### config.mk
export PLATFORM = sky130hd
export DESIGN_NAME = pc_fetch_sequencer
export DESIGN_NICKNAME = d
export VERILOG_FILES = /design/src/rtl/pc_fetch_sequencer.sv
export SDC_FILE = /design/constraint.sdc
export NUM_CORES = 1
export LEC_CHECK = 0
export CORE_MARGIN = 10
export CORE_UTILIZATION = 42
export DETAILED_ROUTE_END_ITERATION = 12
export GPL_ROUTABILITY_DRIVEN = 0
export PLACE_DENSITY = 0.86
export SYNTH_ARGS = -nofsm -noshare
export SYNTH_HDL_FRONTEND = slang
export SYNTH_SLANG_ARGS = --single-unit
### constraint.sdc
create_clock -name CLK -period 2.9 [get_ports CLK]
set_input_delay 0.725 -clock CLK [delete_from_list [all_inputs] [get_ports CLK]]
set_output_delay 0.725 -clock CLK [all_outputs]
set_load 0.03 [all_outputs]
### src/rtl/pc_fetch_sequencer.sv
// Fetch front end that owns the architectural PC: fetches at CurrentPC over
// req/ack, presents the word over valid/ready, and commits NextPC on accept.
module pc_fetch_sequencer #(
  parameter int ADDR_W         = 64,
  parameter int INSTR_W        = 32,
  parameter int TIMEOUT_CYCLES = 16,
  parameter int ALIGN_CHECK    = 0
) (
  input  logic               CLK,
  input  logic               resetl,
  input  logic [ADDR_W-1:0]  StartPC,
  input  logic [ADDR_W-1:0]  NextPC,
  output logic [ADDR_W-1:0]  CurrentPC,
  output logic               IMemReq,
  output logic [ADDR_W-1:0]  IMemAddr,
  input  logic               IMemAck,
  input  logic [INSTR_W-1:0] IMemData,
  output logic [INSTR_W-1:0] Instr,
  output logic               InstrValid,
  input  logic               InstrReady,
  output logic               Fault,
  output logic [31:0]        RetiredCount,
  output logic [1:0]         DbgState
);

  // Handshakes: IMemReq is held until a single-cycle IMemAck; InstrValid is
  // held with Instr stable until a cycle where InstrReady=1 (the transfer edge).

  typedef enum logic [1:0] {
    ST_INIT  = 2'd0,
    ST_REQ   = 2'd1,
    ST_ISSUE = 2'd2,
    ST_FAULT = 2'd3
  } state_t;

  localparam logic [7:0] TMO_LAST = 8'(TIMEOUT_CYCLES - 1);

  state_t               state_q, state_d;
  logic [ADDR_W-1:0]    pc_q, pc_d;
  logic [INSTR_W-1:0]   instr_q, instr_d;
  logic [31:0]          retired_q, retired_d;
  logic [7:0]           tmo_q, tmo_d;
  logic                 misaligned;

  assign misaligned = (ALIGN_CHECK != 0) && (NextPC[1:0] != 2'b00);

  always_ff @(posedge CLK or negedge resetl) begin
    if (!resetl) begin
      state_q   <= ST_INIT;
      pc_q      <= '0;
      instr_q   <= '0;
      retired_q <= '0;
      tmo_q     <= '0;
    end else begin
      state_q   <= state_d;
      pc_q      <= pc_d;
      instr_q   <= instr_d;
      retired_q <= retired_d;
      tmo_q     <= tmo_d;
    end
  end

  always_comb begin
    state_d   = state_q;
    pc_d      = pc_q;
    instr_d   = instr_q;
    retired_d = retired_q;
    tmo_d     = tmo_q;
    case (state_q)
      ST_INIT: begin
        pc_d    = StartPC;
        tmo_d   = '0;
        state_d = ST_REQ;
      end
      ST_REQ: begin
        // An ack arriving on the expiry cycle still completes the fetch.
        if (IMemAck) begin
          instr_d = IMemData;
          tmo_d   = '0;
          state_d = ST_ISSUE;
        end else if (tmo_q == TMO_LAST) begin
          state_d = ST_FAULT;
        end else begin
          tmo_d = tmo_q + 8'd1;
        end
      end
      ST_ISSUE: begin
        if (InstrReady) begin
          if (misaligned) begin
            state_d = ST_FAULT;
          end else begin
            pc_d      = NextPC;
            retired_d = retired_q + 32'd1;
            state_d   = ST_REQ;
          end
        end
      end
      ST_FAULT: state_d = ST_FAULT;
      default:  state_d = ST_FAULT;
    endcase
  end

  assign CurrentPC    = pc_q;
  assign IMemReq      = (state_q == ST_REQ);
  assign IMemAddr     = pc_q;
  assign Instr        = instr_q;
  assign InstrValid   = (state_q == ST_ISSUE);
  assign Fault        = (state_q == ST_FAULT);
  assign RetiredCount = retired_q;
  assign DbgState     = state_q;

endmodule

==> impl_metrics.env, run 1 <==
export IMPL_synth_edff_count=0
export IMPL_synthAdderAreaFrac_pct=0.3830
export IMPL_drt_vias_per_instance=5.574
export IMPL_post_route_min_period_ns=2.792
export IMPL_synthFlopType="dfrtp_1"
export IMPL_fin_crit_sh_pct=96.29
export IMPL_synth_simple_area_share_pct=7.564
export IMPL_power_density_nw_per_um2=552.0
export IMPL_hold_path_class="input port to asynchronous set/reset pin"
export IMPL_synth_top_area_cell="dfrtp_1"
export IMPL_synth_xor_area_share_pct=4.826
export IMPL_wire_per_inst_um=22.67
export IMPL_ys_seq_area_share_pct=52.85
export IMPL_synth_top_family_by_area="compound AO/OA/AOI/OAI gates"
export IMPL_clk_path_buf_depth=2
export IMPL_synthMuxAreaShare_pct=5.860
export IMPL_synth_compound_area_share_pct=18.31
export IMPL_vias=6126
export IMPL_final_layout_size_suffix_gt1_share_pct=9.879
export IMPL_yosysWarnings=0
export IMPL_worst_slew_pin_slew_ns=0.8162
export IMPL_routed_wl_um=24910
export IMPL_die_width_um=144.7
export IMPL_io_buffers=360
export IMPL_grt_pass1_vias=6513
export IMPL_grt_pass1_wl_um=37660
export IMPL_core_area_um2=15200
export IMPL_grt_max_degree=69
export IMPL_maxCapViolCount=0
export IMPL_hpwl_um=18440
export IMPL_ys_seq_elements=138
export IMPL_end_kind="primary output"
export IMPL_die_area_um2=20950
export IMPL_ys_types=33
export IMPL_grt_usage_pct=23.32
export IMPL_syn_inst=613
export IMPL_syn_num_nets=779
export IMPL_ant_nets=0
export IMPL_cts_root_buffer="clkbuf_16"
export IMPL_r2r_cells=5
export IMPL_status="finished, final reports clean"
export IMPL_antenna_found_initial=0
export IMPL_diodes=0
export IMPL_insertion_delay_ns=0.41
export IMPL_grt_ovfl_total=0
export IMPL_io_pins=361
export IMPL_postCtsSetupRepairBufs=0
export IMPL_htree_levels=4
export IMPL_synthToLayoutAreaGrowth_pct=60.78
export IMPL_cts_tree="yes"
export IMPL_fp_dieH_um=144.7
export IMPL_critPathKind="flop to primary output"
export IMPL_crit_fanout=15
export IMPL_startpoint_type="flop"
export IMPL_initial_core_util_pct=42.98
export IMPL_cts_sinks=138
export IMPL_synthDominantCellAreaShare_pct=52.85
export IMPL_setup_violations=0
export IMPL_maxSlewViolCount=0
export IMPL_critPathRequiredTime_ns=2.17
export IMPL_numCtsBuffers=17
export IMPL_yosys_top_cells_area="dfrtp_1 (53%), o22ai_1 (12%), buf_4 (7.5%)"
export IMPL_async_reset_ff_share_pct=100.0
export IMPL_num_nets_final=1065
export IMPL_clock_skew_final_ns=0.009544
export IMPL_drt_iter0_drc=382
export IMPL_syn_mean_instance_area_um2=10.66
export IMPL_rsz0062_at_grt="no"
export IMPL_maxSlewHeadroom_pct=45.59
export IMPL_num_rows=45
export IMPL_syn_area_um2=6534
export IMPL_fmax_mhz=358.1
export IMPL_finalCoreUtilization_pct=69.10
export IMPL_cts_resized=0
export IMPL_leakagePower_uw=0.004306
export IMPL_drc=0
export IMPL_drt_first_pass_iters=7
export IMPL_worst_ep_arrival_time_ns=2.07
export IMPL_irDropWorstVdd_uv=372.7
export IMPL_path_clk_slew_ns=0.06
export IMPL_hold_viol=0
export IMPL_setup_tns_ns=0
export IMPL_holdWs_ns=0.3221
export IMPL_holdBufCountCts=0
==> routing by layer <==
| metal | up-vias | wire, µm | global-route usage, % |
|---|---|---|---|
| li1 | 2798 | - | - |
| met1 | 2987 | 8815 | 25.73 |
| met2 | 310 | 13080 | 40.64 |
| met3 | 31 | 2550 | 8.409 |
| met4 | 0 | 468 | 7.979 |
| met5 | - | 0 | 0 |
==> sequential cells by signal (all words and copies together), names as in the netlist <==
signal / count
CurrentPC: 64
RetiredCount: 32
Instr: 32
DbgState: 2
tmo_q: 8
==> logic make-up after synthesis <==
group,after synthesis
buffers and inverters,112
xor gates and xnor gates,36
muxes,34
adders and majority gates,2
AOI/OAI and AO/OA,203
DFF,138
and+or+nand+nor,88
==> synth_stat cells (8+ instances only) <==
cell      count
xnor2_1      26
mux2_2       34
buf_1         9
clkbuf_1     32
nand4_1      10
buf_4        65
dfrtp_1     138
nor2_1       15
nand3_1      17
xor2_1       10
nand2_1      16
nor4_1        8
a21oi_1      66
o22ai_1     128
==> worst paths after layout <==
check,start,end,slack (ns)
worst max-delay path,DbgState[1],InstrValid,0.11
max in group asynchronous,resetl,CurrentPC[29],1.83
worst min register to register,RetiredCount[22],RetiredCount[22],0.50
min in group CLK,RetiredCount[22],RetiredCount[22],0.50
worst min-delay path,resetl,CurrentPC[36],0.32
worst max register to register,DbgState[1],RetiredCount[30],0.65
==> cell usage in the layout (no fill, tap or decap), types with 7 or more instances in the layout <==
master	synthesis	layout
clkbuf_16	0	17
nor4_1	8	7
xnor2_1	26	26
mux2_2	34	34
buf_4	65	13
nand3_1	17	17
nand4_1	10	10
xor2_1	10	10
nand2_1	16	15
nor2_1	15	15
a21oi_1	66	66
o22ai_1	128	128
clkdlybuf4s50_1	0	358
dfrtp_1	138	137
==> critical path, cell delays in order (launching register included) <==
cell             delay (ns)
dfrtp_2                0.51
nor2b_1                0.39
clkdlybuf4s50_1        0.75
==> where the power goes <==
| group | internal, µW | total, µW | switching [µW] | leakage, µW |
|---|---|---|---|---|
| logic | 626 | 1220 | 599 | 0.00213 |
| registers | 2100 | 2220 | 113 | 0.00186 |
| clock network | 1550 | 2360 | 812 | 0.000310 |
==> cell type report <==
class | instances | area, µm²
repair buffers | 375 | 3737
flip-flops and latches | 138 | 3455
multi-input cells | 363 | 2422
clock buffers | 20 | 446.7
clock inverters | 11 | 193.9
well taps | 188 | 235.2
fillers | 1124 | 4697
inverters | 4 | 15.01
==> per-stage QoR <==
step / worst slack, ns / instance area [µm²] / instances / total power, µW
4_1_cts: 0.1107 / 10510 / 1099 / 5843
2_1_floorplan: 0.7740 / 6534 / 613 / 2785
3_3_place_gp: 0.5726 / 9864 / 1068 / 3451
3_5_place_dp: 0.5617 / 9864 / 1068 / 3480
6_report: 0.1076 / 10510 / 1099 / 5799
5_1_grt: 0.02492 / 10510 / 1099 / 6009
No activity file was read; power rests on OpenSTA's default activity.
==> run 2: changes to the inputs <==
- ABC_CLOCK_PERIOD_IN_PS: not set -> 2900
==> results of run 2 <==
Final layout, timing and power as in run 1 (identical DEF).
